File: src/rtl/decoder_onehot_seq_pkg.sv
// ---------------------------------------------------------------------------
// decoder_onehot_seq_pkg
//   Shared definitions for the registered one-hot decoder:
//     state_t     - FSM state encoding (ST_IDLE = 0, ST_SWEEP = 1)
//     clog2_min1  - ceil(log2(n)), never smaller than 1, for counter sizing
// ---------------------------------------------------------------------------
package decoder_onehot_seq_pkg;

    typedef enum logic {
        ST_IDLE  = 1'b0,
        ST_SWEEP = 1'b1
    } state_t;

    // Smallest width w >= 1 such that 2**w >= n.
    function automatic int clog2_min1(input int n);
        int w;
        w = 1;
        for (int i = 1; i < 31; i++) begin
            if ((1 << i) < n) begin
                w = i + 1;
            end
        end
        return w;
    endfunction

endpackage

File: src/rtl/decoder_onehot_seq_onehot_decode.sv
// ---------------------------------------------------------------------------
// onehot_decode
//   Combinational SEL_W -> OUT_N one-hot decoder with range check.
//   Ports:
//     idx     in   SEL_W   index to decode
//     onehot  out  OUT_N   1 << idx when idx < OUT_N, otherwise all zero
//     oor     out  1       idx >= OUT_N
// ---------------------------------------------------------------------------
module onehot_decode #(
    parameter int SEL_W = 4,
    parameter int OUT_N = 16
) (
    input  logic [SEL_W-1:0] idx,
    output logic [OUT_N-1:0] onehot,
    output logic             oor
);

    always_comb begin
        oor    = (32'(idx) >= 32'(OUT_N));
        onehot = '0;
        // Per-bit compare keeps the result zero for out-of-range indices
        // without relying on shift truncation.
        for (int i = 0; i < OUT_N; i++) begin
            onehot[i] = (32'(idx) == 32'(i));
        end
    end

endmodule

File: src/rtl/decoder_onehot_seq.sv
// ---------------------------------------------------------------------------
// decoder_onehot_seq
//   Registered one-hot decoder with a valid/ready request port and a sweep
//   mode that strobes every output once, in order.
//   Ports:
//     clk          in   1       rising-edge clock
//     rst_n        in   1       asynchronous active-low reset
//     en           in   1       global enable; 0 forces f=0 and pauses sweep
//     req_valid    in   1       single-decode request
//     req_ready    out  1       combinational: IDLE & en & ~sweep_start
//     sel          in   SEL_W   select, sampled on accept
//     sweep_start  in   1       start a sweep (sampled in IDLE only)
//     f            out  OUT_N   registered one-hot (or zero) strobe
//     f_valid      out  1       f holds a live strobe
//     sel_err      out  1       one-cycle pulse: accepted sel >= OUT_N
//     busy         out  1       sweep in progress (also exposes FSM state)
//     done         out  1       one-cycle pulse alongside the last strobe
//
//   Handshake: a request transfers on a rising edge where req_valid and
//   req_ready are both 1; sel is sampled on that edge and the strobe (or
//   sel_err) is visible for exactly the following cycle. req_valid may stay
//   high across edges, giving one strobe per cycle.
// ---------------------------------------------------------------------------
module decoder_onehot_seq
    import decoder_onehot_seq_pkg::*;
#(
    parameter int SEL_W = 4,
    parameter int OUT_N = 16
) (
    input  logic             clk,
    input  logic             rst_n,
    input  logic             en,
    input  logic             req_valid,
    output logic             req_ready,
    input  logic [SEL_W-1:0] sel,
    input  logic             sweep_start,
    output logic [OUT_N-1:0] f,
    output logic             f_valid,
    output logic             sel_err,
    output logic             busy,
    output logic             done
);

    localparam int CNT_W = clog2_min1(OUT_N);

    state_t           state, state_d;
    logic [CNT_W-1:0] cnt, cnt_d;
    logic [OUT_N-1:0] f_d;
    logic             f_valid_d, sel_err_d, done_d;

    logic             accept, start, last;
    logic [SEL_W-1:0] idx;
    logic [OUT_N-1:0] dec;
    logic             dec_oor;

    assign req_ready = (state == ST_IDLE) & en & ~sweep_start;
    assign accept    = req_ready & req_valid;
    assign start     = (state == ST_IDLE) & en & sweep_start;
    assign last      = (32'(cnt) == 32'(OUT_N - 1));
    assign busy      = (state == ST_SWEEP);

    // cnt is the index of the next sweep strobe. It is 0 in IDLE, so the
    // start edge itself issues strobe 0 and the sweep occupies exactly
    // OUT_N strobe cycles followed by the done-cycle exit.
    assign idx = (state == ST_IDLE && !start) ? sel : SEL_W'(cnt);

    onehot_decode #(
        .SEL_W (SEL_W),
        .OUT_N (OUT_N)
    ) u_decode (
        .idx    (idx),
        .onehot (dec),
        .oor    (dec_oor)
    );

    // State register and output registers
    always_ff @(posedge clk or negedge rst_n) begin
        if (!rst_n) begin
            state   <= ST_IDLE;
            cnt     <= '0;
            f       <= '0;
            f_valid <= 1'b0;
            sel_err <= 1'b0;
            done    <= 1'b0;
        end else begin
            state   <= state_d;
            cnt     <= cnt_d;
            f       <= f_d;
            f_valid <= f_valid_d;
            sel_err <= sel_err_d;
            done    <= done_d;
        end
    end

    // Next-state logic
    always_comb begin
        state_d = state;
        cnt_d   = cnt;
        case (state)
            ST_IDLE: begin
                if (start) begin
                    state_d = ST_SWEEP;
                    cnt_d   = CNT_W'(1);
                end
            end
            ST_SWEEP: begin
                // done high means the last strobe is already on f.
                if (done) begin
                    state_d = ST_IDLE;
                    cnt_d   = '0;
                end else if (en && !last) begin
                    cnt_d = cnt + 1'b1;
                end
            end
            default: begin
                state_d = ST_IDLE;
                cnt_d   = '0;
            end
        endcase
    end

    // Output logic (next values of the registered outputs)
    always_comb begin
        f_d       = '0;
        f_valid_d = 1'b0;
        sel_err_d = 1'b0;
        done_d    = 1'b0;
        case (state)
            ST_IDLE: begin
                if (start) begin
                    f_d       = dec;
                    f_valid_d = 1'b1;
                end else if (accept) begin
                    f_d       = dec;
                    f_valid_d = ~dec_oor;
                    sel_err_d = dec_oor;
                end
            end
            ST_SWEEP: begin
                if (!done && en) begin
                    f_d       = dec;
                    f_valid_d = 1'b1;
                    done_d    = last;
                end
            end
            default: begin
                f_d = '0;
            end
        endcase
    end

endmodule

File: config.mk
export PLATFORM = sky130hd
export DESIGN_NAME = decoder_onehot_seq
export DESIGN_NICKNAME = d
export VERILOG_FILES = /design/src/rtl/decoder_onehot_seq_pkg.sv /design/src/rtl/decoder_onehot_seq_onehot_decode.sv /design/src/rtl/decoder_onehot_seq.sv
export SDC_FILE = /design/constraint.sdc
export NUM_CORES = 1
export LEC_CHECK = 0
export CORE_ASPECT_RATIO = 0.5
export CORE_MARGIN = 3
export CORE_UTILIZATION = 40
export CTS_CLUSTER_SIZE = 10
export DETAILED_ROUTE_END_ITERATION = 7
export PLACE_DENSITY = 0.74
export SETUP_SLACK_MARGIN = 0.05
export SLEW_MARGIN = 30
export SYNTH_ARGS = -nofsm -noshare
export SYNTH_HDL_FRONTEND = slang
export SYNTH_SLANG_ARGS = --single-unit
File: constraint.sdc
create_clock -name clk -period 4.4 [get_ports clk]
set_clock_uncertainty 0.2 [all_clocks]
set_input_delay 1.1 -clock clk [delete_from_list [all_inputs] [get_ports clk]]
set_output_delay 1.1 -clock clk [all_outputs]
set_load 0.01 [all_outputs]
After elaboration in Yosys (flattened, before gate mapping) --
Cells that the tools add are included.
Storage, ports and cells: flip-flop bits (word level) 23, input port bits 9, output and inout bits 21, logic and storage cells 56
Operators by class: $add $sub $neg 1, eq/ne operators 18, multiplexer cells 18, bitwise logic cells 6, reductions and logical operators 8
Operator list (count):
- 16-bit 2-to-1 mux | 3
- 4-bit equality test (second input constant) | 9
- 16-bit one-hot mux with 2 select lines | 1
- 4-bit by 3-bit equality test with 1-bit output (second input constant) | 4
- 4-bit 2-to-1 mux | 4
- 4-bit by 2-bit equality test with 1-bit output (second input constant) | 2
- 4-bit one-hot mux with 2 select lines | 1
- 1-bit 2-to-1 mux | 7
- 4-bit by 1-bit adder with 4-bit output (second input constant) | 1
- 1-bit AND | 4
- 4-bit by 1-bit equality test with 1-bit output (second input constant) | 1
- 4-bit zero test | 1
- 1-bit one-hot mux with 2 select lines | 2
- 1-bit logical AND | 3
- 1-bit zero test | 3
- 3-bit by 2-bit inequality test with 1-bit output (second input constant) | 1
- 2-bit inequality test (second input constant) | 1
- 1-bit NOT | 2
- 2-bit AND reduction | 1

Longest topological paths before layout --
Gate-level depths: netlist of the first run.
word-level depth 10, depth in mapped cells 4, mapped depth without buffers 4

By module --
From an unflattened synthesis of the first run, not the netlist that was laid out.
Second synthesis, totals: cells, all modules 107, area, all modules 1260.0 sq um
Modules (own cells, without submodules):
- decoder_onehot_seq | times used 1, cells an instance 85, area each 1022.2 sq um, seq. area each 600.6 sq um
- onehot_decode | times used 1, cells an instance 22, area each 237.7 sq um, seq. area each 0.0 sq um

Worst setup path before layout of the first run --
Ideal clock, no wire load.
kind input -> output, start input sweep_start, end output req_ready, arrival time 1627 ps, data required time 3100 ps, setup slack 1473 ps, stages on the path 3, buffers on the path 1, cells stage by stage or2_1 buf_4 nor2_1
Between the ends: longest elaborated chain between the ends 2
RTL lines:
- start, declared | RTL line decoder_onehot_seq.sv:36 | input logic sweep_start,
- 1-bit NOT | RTL line decoder_onehot_seq.sv:56 | assign req_ready = (state == ST_IDLE) & en & ~sweep_start;
- 1-bit AND | RTL line decoder_onehot_seq.sv:56
- end, declared | RTL line decoder_onehot_seq.sv:34 | output logic req_ready,
No other way between the ends.

Worst setup path after layout of the first run --
Same ends and word-level chain as after synthesis.

==> summary.txt, run 1 <==
Clocking
  – # H-tree levels: 1
  – Post-CTS Setup Bufs: 0
  – Worst skew pair latency: 0.26 ns
  – Cts hold-fix bufs: 0
  – Cts repair resizes: 0
  – CTS sink count: 23
  – Total CTS buffers: 3
  – Clk buf depth: 2
  – CTS tree: done
  – Worst-path clk slew: 0.08 ns
  – Clock root buffer: clkbuf_8

Timing
  – Final slew viol count: 0
  – Fin crit period: 3.817 ns
  – Max Freq: 262.0 MHz
  – Hold_ws: 0.4241 ns
  – Fin crit share: 0.8675
  – Fin Setup TNS: 0 ns
  – RSZ-0062 raised after global routing: false
  – # setup viols final: 0
  – Worst setup margin: 0.5830 ns
  – Final hold viol count: 0

Floorplanning
  – Height of the die: 43.10 µm
  – Top Ports: 30
  – Die area: 3456 µm²
  – Std-Cell Rows: 12
  – Initial core utilization: 0.4583
  – Die Width: 80.20 µm
  – Core area: 2402 µm²

Yosys
  – Top cells by area, synth: dfrtp_1, a211oi_1, nand4_2, mux2_4, mux2i_2
  – Top cells by count, synth: dfrtp_1, a211oi_1, nand2_1
  – Synth area leader: dfrtp_1
  – Yosys cell types: 33
  – Syn nets: 101
  – Cells after Synth: just over 90
  – Seq/Total Area, Yosys: 0.5227
  – Cell Area, Synth: 1101 µm²
  – Post-synth EDFFs: 0
  – Primary FF master, synth: dfrtp_1
  – Ys Warns: 0
  – Yosys top cell area share: 0.5227
  – FF+latch count, synth: 23
  – Average size of a mapped cell: 12.10 µm²
  – Asr flop ratio synth: 1.000
  – Count leader, synth: dfrtp_1

Route
  – Drt first pass iters: 4
  – Via count: 805
  – Initial DRC Count: 67
  – DRC: 0
  – Routed Antenna Nets: 0
  – Final wirelength: 2119 µm
  – Vias per cell: between 5 and 6
  – Routed len/inst: about 13 µm

Cells and area
  – Final nets: 133
  – Antenna cells: 0
  – Layout cells sized above 1: 0.1639
  – Final Util: 0.6057
  – Synth-to-layout area growth: 32.16%
  – Filler Cells Inserted: 197

Setup path
  – Reg2reg setup slack: between 2 and 3 ns
  – Worst r2r src: cnt[0]
  – CP endpoint kind: output pin
  – Arr. time, crit path: between 2 and 3 ns
  – Startpoint Class: input pin
  – R2R cell count: 4
  – Worst EP required: 3.10 ns
  – CP max FO: 6
  – Critical Path Start: sweep_start
  – Crit Path Category: in2out

Place
  – Detailed placement HPWL: roughly 1600 µm
  – DP Worst Slack: 0.5730 ns
  – Port Buf Inserts: 28
  – Final RePlAce weighted congestion: roughly 0.81

Global route
  – GRT Util Overall: 0.1371
  – Pin count of the biggest net entering global routing: 24
  – Vias in the first global route: ~740
  – Antenna violations before repair: 0
  – Gr ovfl total: 0
  – First-pass GRT wire length: 3622 µm

Pwr
  – Leakage dissipation: 0.5971 nW
  – Power Total: between 0.7 and 0.8 mW
  – Max VDD drop: 267.6 µV
  – Cell Pwr Density: 501.5 nW/µm²

Hold path
  – HP Start: cnt[3]
  – Hold Crit Class: reg2reg
  – Hold depth: 2

Outcome
  – Status: finished clean

Job
  – Max Cap Violations: 0
-- power breakdown --
part / total [mW] / leakage, nW / switching, mW / internal [mW]
Sequential: 0.304 / 0.306 / 0.0495 / 0.254
Combinational: 0.298 / 0.265 / 0.152 / 0.146
Clock: 0.128 / 0.0255 / 0.0651 / 0.0631
-- flip-flops by register name, summed over array words and instances, names as in the netlist --
name / count
cnt: 4
done: 1
f_valid: 1
f: 16
busy: 1
-- cell type report --
class	count	area, µm²	share of cell area
Multi-Input combinational cell	62	488.0	0.3353
Clock buffer	3	41.29	0.02837
Sequential cell	23	575.6	0.3955
Clock inverter	1	5.005	0.003439
Timing Repair Buffer	30	290.3	0.1995
Tap cell	35	43.79	0.03009
Inverter	3	11.26	0.007739
-- cell usage in the layout (no fill, tap or decap), types with 2 or more instances in the layout --
cell type / count
a211oi_1: 16
a21oi_1: 2
and3_1: 2
buf_4: 2
clkbuf_8: 3
clkdlybuf4s50_1: 27
dfrtp_1: 23
inv_1: 3
mux2_4: 2
mux2i_2: 2
nand2_1: 6
nand4_2: 4
nor2_1: 3
nor2b_1: 3
o31ai_1: 2
or3_1: 2
-- stage by stage --
step           std cells  cell area [µm²]
2_1_floorplan         91             1101
3_3_place_gp         153             1414
3_5_place_dp         153             1409
4_1_cts              157             1455
5_1_grt              157             1455
6_report             157             1455
-- worst max-delay path, cell delays in order --
cell and delay (ns):
clkdlybuf4s50_1 0.41, or2_1 0.33, nor2_1 0.12, clkdlybuf4s50_1 0.55
-- cells by family (layout without fill, tap and decap cells) --
logic type / after synthesis / count (layout) / share of synthesized area
other: 1 / 1 / 0.003406
AO/OA/AOI/OAI: 26 / 26 / 0.1875
AND/OR/NAND/NOR: 29 / 29 / 0.1784
adder cells (fa/ha/maj): 1 / 1 / 0.01136
buffers and inverters: 6 / 37 / 0.03409
multiplexers: 5 / 5 / 0.06250
flip-flops: 23 / 23 / 0.5227
-- layer usage --
metal  vias up  share of wire  global-route usage
li1        402              -                   -
met1       386           0.50              0.1932
met2        15           0.45              0.2023
met3         2          0.041             0.04449
met4         0         0.0028             0.03367
met5         -              0                   0
-- path summary, 6_finish.rpt --
path	endpoint
max in group asynchronous	f[14]
worst min register to register	cnt[3]
worst min-delay path	cnt[3]
min in group asynchronous	cnt[0]
worst max register to register	cnt[0]
worst max-delay path	req_ready
Power figures use the tool's default switching activity.
==> inputs of run 2 (changes only) <==
- CORE_UTILIZATION: 40 -> 38
- CTS_CLUSTER_SIZE: 10 -> not set
- PLACE_DENSITY: 0.74 -> 0.71
==> run 2 against run 1 <==
Die area is 4.7% higher. Register-to-register slack hardly changed. Core utilization is 6.5 points lower. Largest cell class unchanged.
==> summary.txt, run 2 (synthesis gave the netlist of run 1 again) <==
Floorplanning
  – Std-Cell Rows: 13 (+1)
  – Height of the die: 44.07 µm (+2.2%)
  – Top Ports: 30 (unchanged)
  – Die area: 3619 µm² (+4.7%)
  – Core area: 2684 µm² (+12%)
  – Die Width: 82.13 µm (+2.4%)
  – Initial core utilization: 0.4103 (-0.04808)

Pwr
  – Max VDD drop: 264.8 µV (-1.1%)
  – Clock group share of total power: 0.177 (about the same)
  – Sw Share: 0.3685 (+0.003823)
  – Net Switching: 0.2703 mW (+1.6%)
  – Flop pwr share: 0.413 (-0.003)
  – Internal: 0.4633 mW (about the same)
  – Leakage dissipation: 0.5923 nW (-0.80%)
  – Combinational power share: 0.410 (+0.002)
  – Cell Pwr Density: 505.9 nW/µm² (+0.89%)

Cells and area
  – Largest regs: f: 16 flops, cnt: 4 flops
  – Largest register FFs: 16 (unchanged)
  – Most frequent cells in the layout: clkdlybuf4s50_1, dfrtp_1, a211oi_1, nand2_1, nand4_2
  – Fin cells: 158 (+0.64%)
  – Most common cell after layout, fill and taps aside: clkdlybuf4s50_1
  – Final Util: 0.5403 (-0.06540)
  – Final nets: 132 (-0.75%)
  – Filler Cells Inserted: 253 (+28%)
  – Antenna cells: 0 (unchanged)
  – Seq. cell area: 575.6 µm² (unchanged)
  – Synth-to-layout area growth: 31.70%
  – Largest Register: f
  – Layout cells sized above 1: 0.1570 (-0.006910)
  – Footprint of the multi-input gates: 488.0 µm² (unchanged)

Timing
  – Final slew viol count: 0 (unchanged)
  – Final hold viol count: 0 (unchanged)
  – Fin crit period: 4.001 ns (+0.1836 ns)
  – Fin Setup TNS: 0 ns (unchanged)
  – Fin crit share: 0.9092 (+0.04173)
  – # setup viols final: 0 (unchanged)
  – RSZ-0062 raised after global routing: false
  – Worst-Margin Slew: 0.5042 ns
  – Max Freq: 250.0 MHz (-4.6%)
  – Max_slew headroom: 0.6572

Clocking
  – Clock root buffer: clkbuf_8
  – # H-tree levels: 1 (unchanged)
  – Post-CTS Setup Bufs: 0 (unchanged)
  – CTS tree: done
  – Cts hold-fix bufs: 0 (unchanged)
  – Cts repair resizes: 0 (unchanged)
  – Clk buf depth: 2 (unchanged)
  – CTS sink count: 23 (unchanged)
  – Worst-path clk slew: 0.08 ns (about the same)
  – Worst skew pair latency: 0.27 ns (about the same)
  – Total CTS buffers: 3 (unchanged)

Setup path
  – Startpoint Class: input pin
  – R2R cell count: 4 (unchanged)
  – Arr. time, crit path: 2.70 ns (+0.18 ns)
  – CP endpoint kind: output pin
  – Worst EP required: 3.10 ns (about the same)
  – CP max-delay cell: clkdlybuf4s50_1
  – Most frequent CP cell: clkdlybuf4s50_1
  – CP max FO: 6 (unchanged)
  – Worst stage delay on the critical path: 0.55 ns (about the same)
  – Crit Path Category: in2out
  – CP Cell Sequence: clkdlybuf4s50_1, or2_1, nor2_1, clkdlybuf4s50_1

Job
  – Max Cap Violations: 0 (unchanged)

Hold path
  – Hold Crit Class: reg2reg
  – Hold depth: 2 (unchanged)

Place
  – Final RePlAce weighted congestion: 0.7860 (-3.3%)
  – Port Buf Inserts: 28 (unchanged)
  – Inst Count DP: 154 (+0.65%)
  – Detailed placement HPWL: 1573 µm (-2.1%)

Global route
  – Gr ovfl total: 0 (unchanged)
  – Pin count of the biggest net entering global routing: 24 (unchanged)
  – Antenna violations before repair: 0 (unchanged)
  – GRT Util Overall: 0.1290 (-0.008039)
  – First-pass GRT wire length: 3498 µm (-3.4%)
  – Vias in the first global route: 727 (-1.6%)

Route
  – Drt first pass iters: 4 (unchanged)
  – Via count: 810 (+0.62%)
  – Post-Route M1 WL: 1082 µm (+2.1%)
  – Final wirelength: 2155 µm (+1.7%)
  – DRC: 0 (unchanged)
  – Routed Antenna Nets: 0 (unchanged)
  – Met3 wire length: 98 µm (+14%)
  – Initial DRC Count: 59 (-12%)
  – Vias per cell: 5.127 (about the same)
  – Routed wl met2: 958 µm (-0.62%)
  – Highest Signal Layer: met4
  – Routed len/inst: 13.64 µm (+1.1%)

Outcome
  – Status: finished clean
[run 2: cell count changes in the layout (fill, tap and decap cells not counted)]
cell / before / now
buf_4: 2 / 1
[run 2: critical path, delay by kind of cell]
family	cells	cell delay, ns
simple gates	2	0.51
buf+inv	2	1.09
[run 2: per-layer routing]
layer | track usage | vias to the layer above
met5 | 0 | -
met3 | 0.04472 | 2
met1 | 0.1823 | 389
met4 | 0.03642 | 0
li1 | - | 401
met2 | 0.1894 | 18
[run 2: metrics by stage]
step	worst slack, ns	total power, mW	hold WS [ns]	cell area (µm²)
after global routing	0.3229	0.7871	0.4546	1450
after CTS	0.4035	0.7407	0.4239	1450
after detailed placement	0.4066	0.6076	0.4068	1404
final	0.3994	0.7337	0.4229	1450
after floorplan	1.473	0.4999	0.3643	1101
after global placement	0.4176	0.5995	0.3942	1409
[run 2: power groups by stage]
stage / sequential, mW / clock [mW] / combinational, mW
after global routing: 0.311 / 0.146 / 0.330
final: 0.303 / 0.130 / 0.301
after global placement: 0.305 / 0 / 0.295
after CTS: 0.303 / 0.136 / 0.302
after detailed placement: 0.307 / 0 / 0.300
after floorplan: 0.310 / 0 / 0.190
[run 2: final timing paths]
path | from | to | slack (ns)
min in group asynchronous | rst_n | f[14] | 0.58
max in group asynchronous | rst_n | f[5] | 3.08
worst max-delay path | sweep_start | req_ready | 0.40
worst min register to register | cnt[1] | cnt[1] | 0.42
worst min-delay path | cnt[1] | cnt[1] | 0.42
worst max register to register | cnt[0] | cnt[0] | 2.62
[run 2: layout make-up]
type | count | share of cell area
sequential | 23 | 0.3969
timing repair buffer | 29 | 0.1950
clock inverter | 1 | 0.003451
multi-input combinational | 62 | 0.3365
inverter | 3 | 0.007765
tap | 37 | 0.03192
clock buffer | 3 | 0.02847
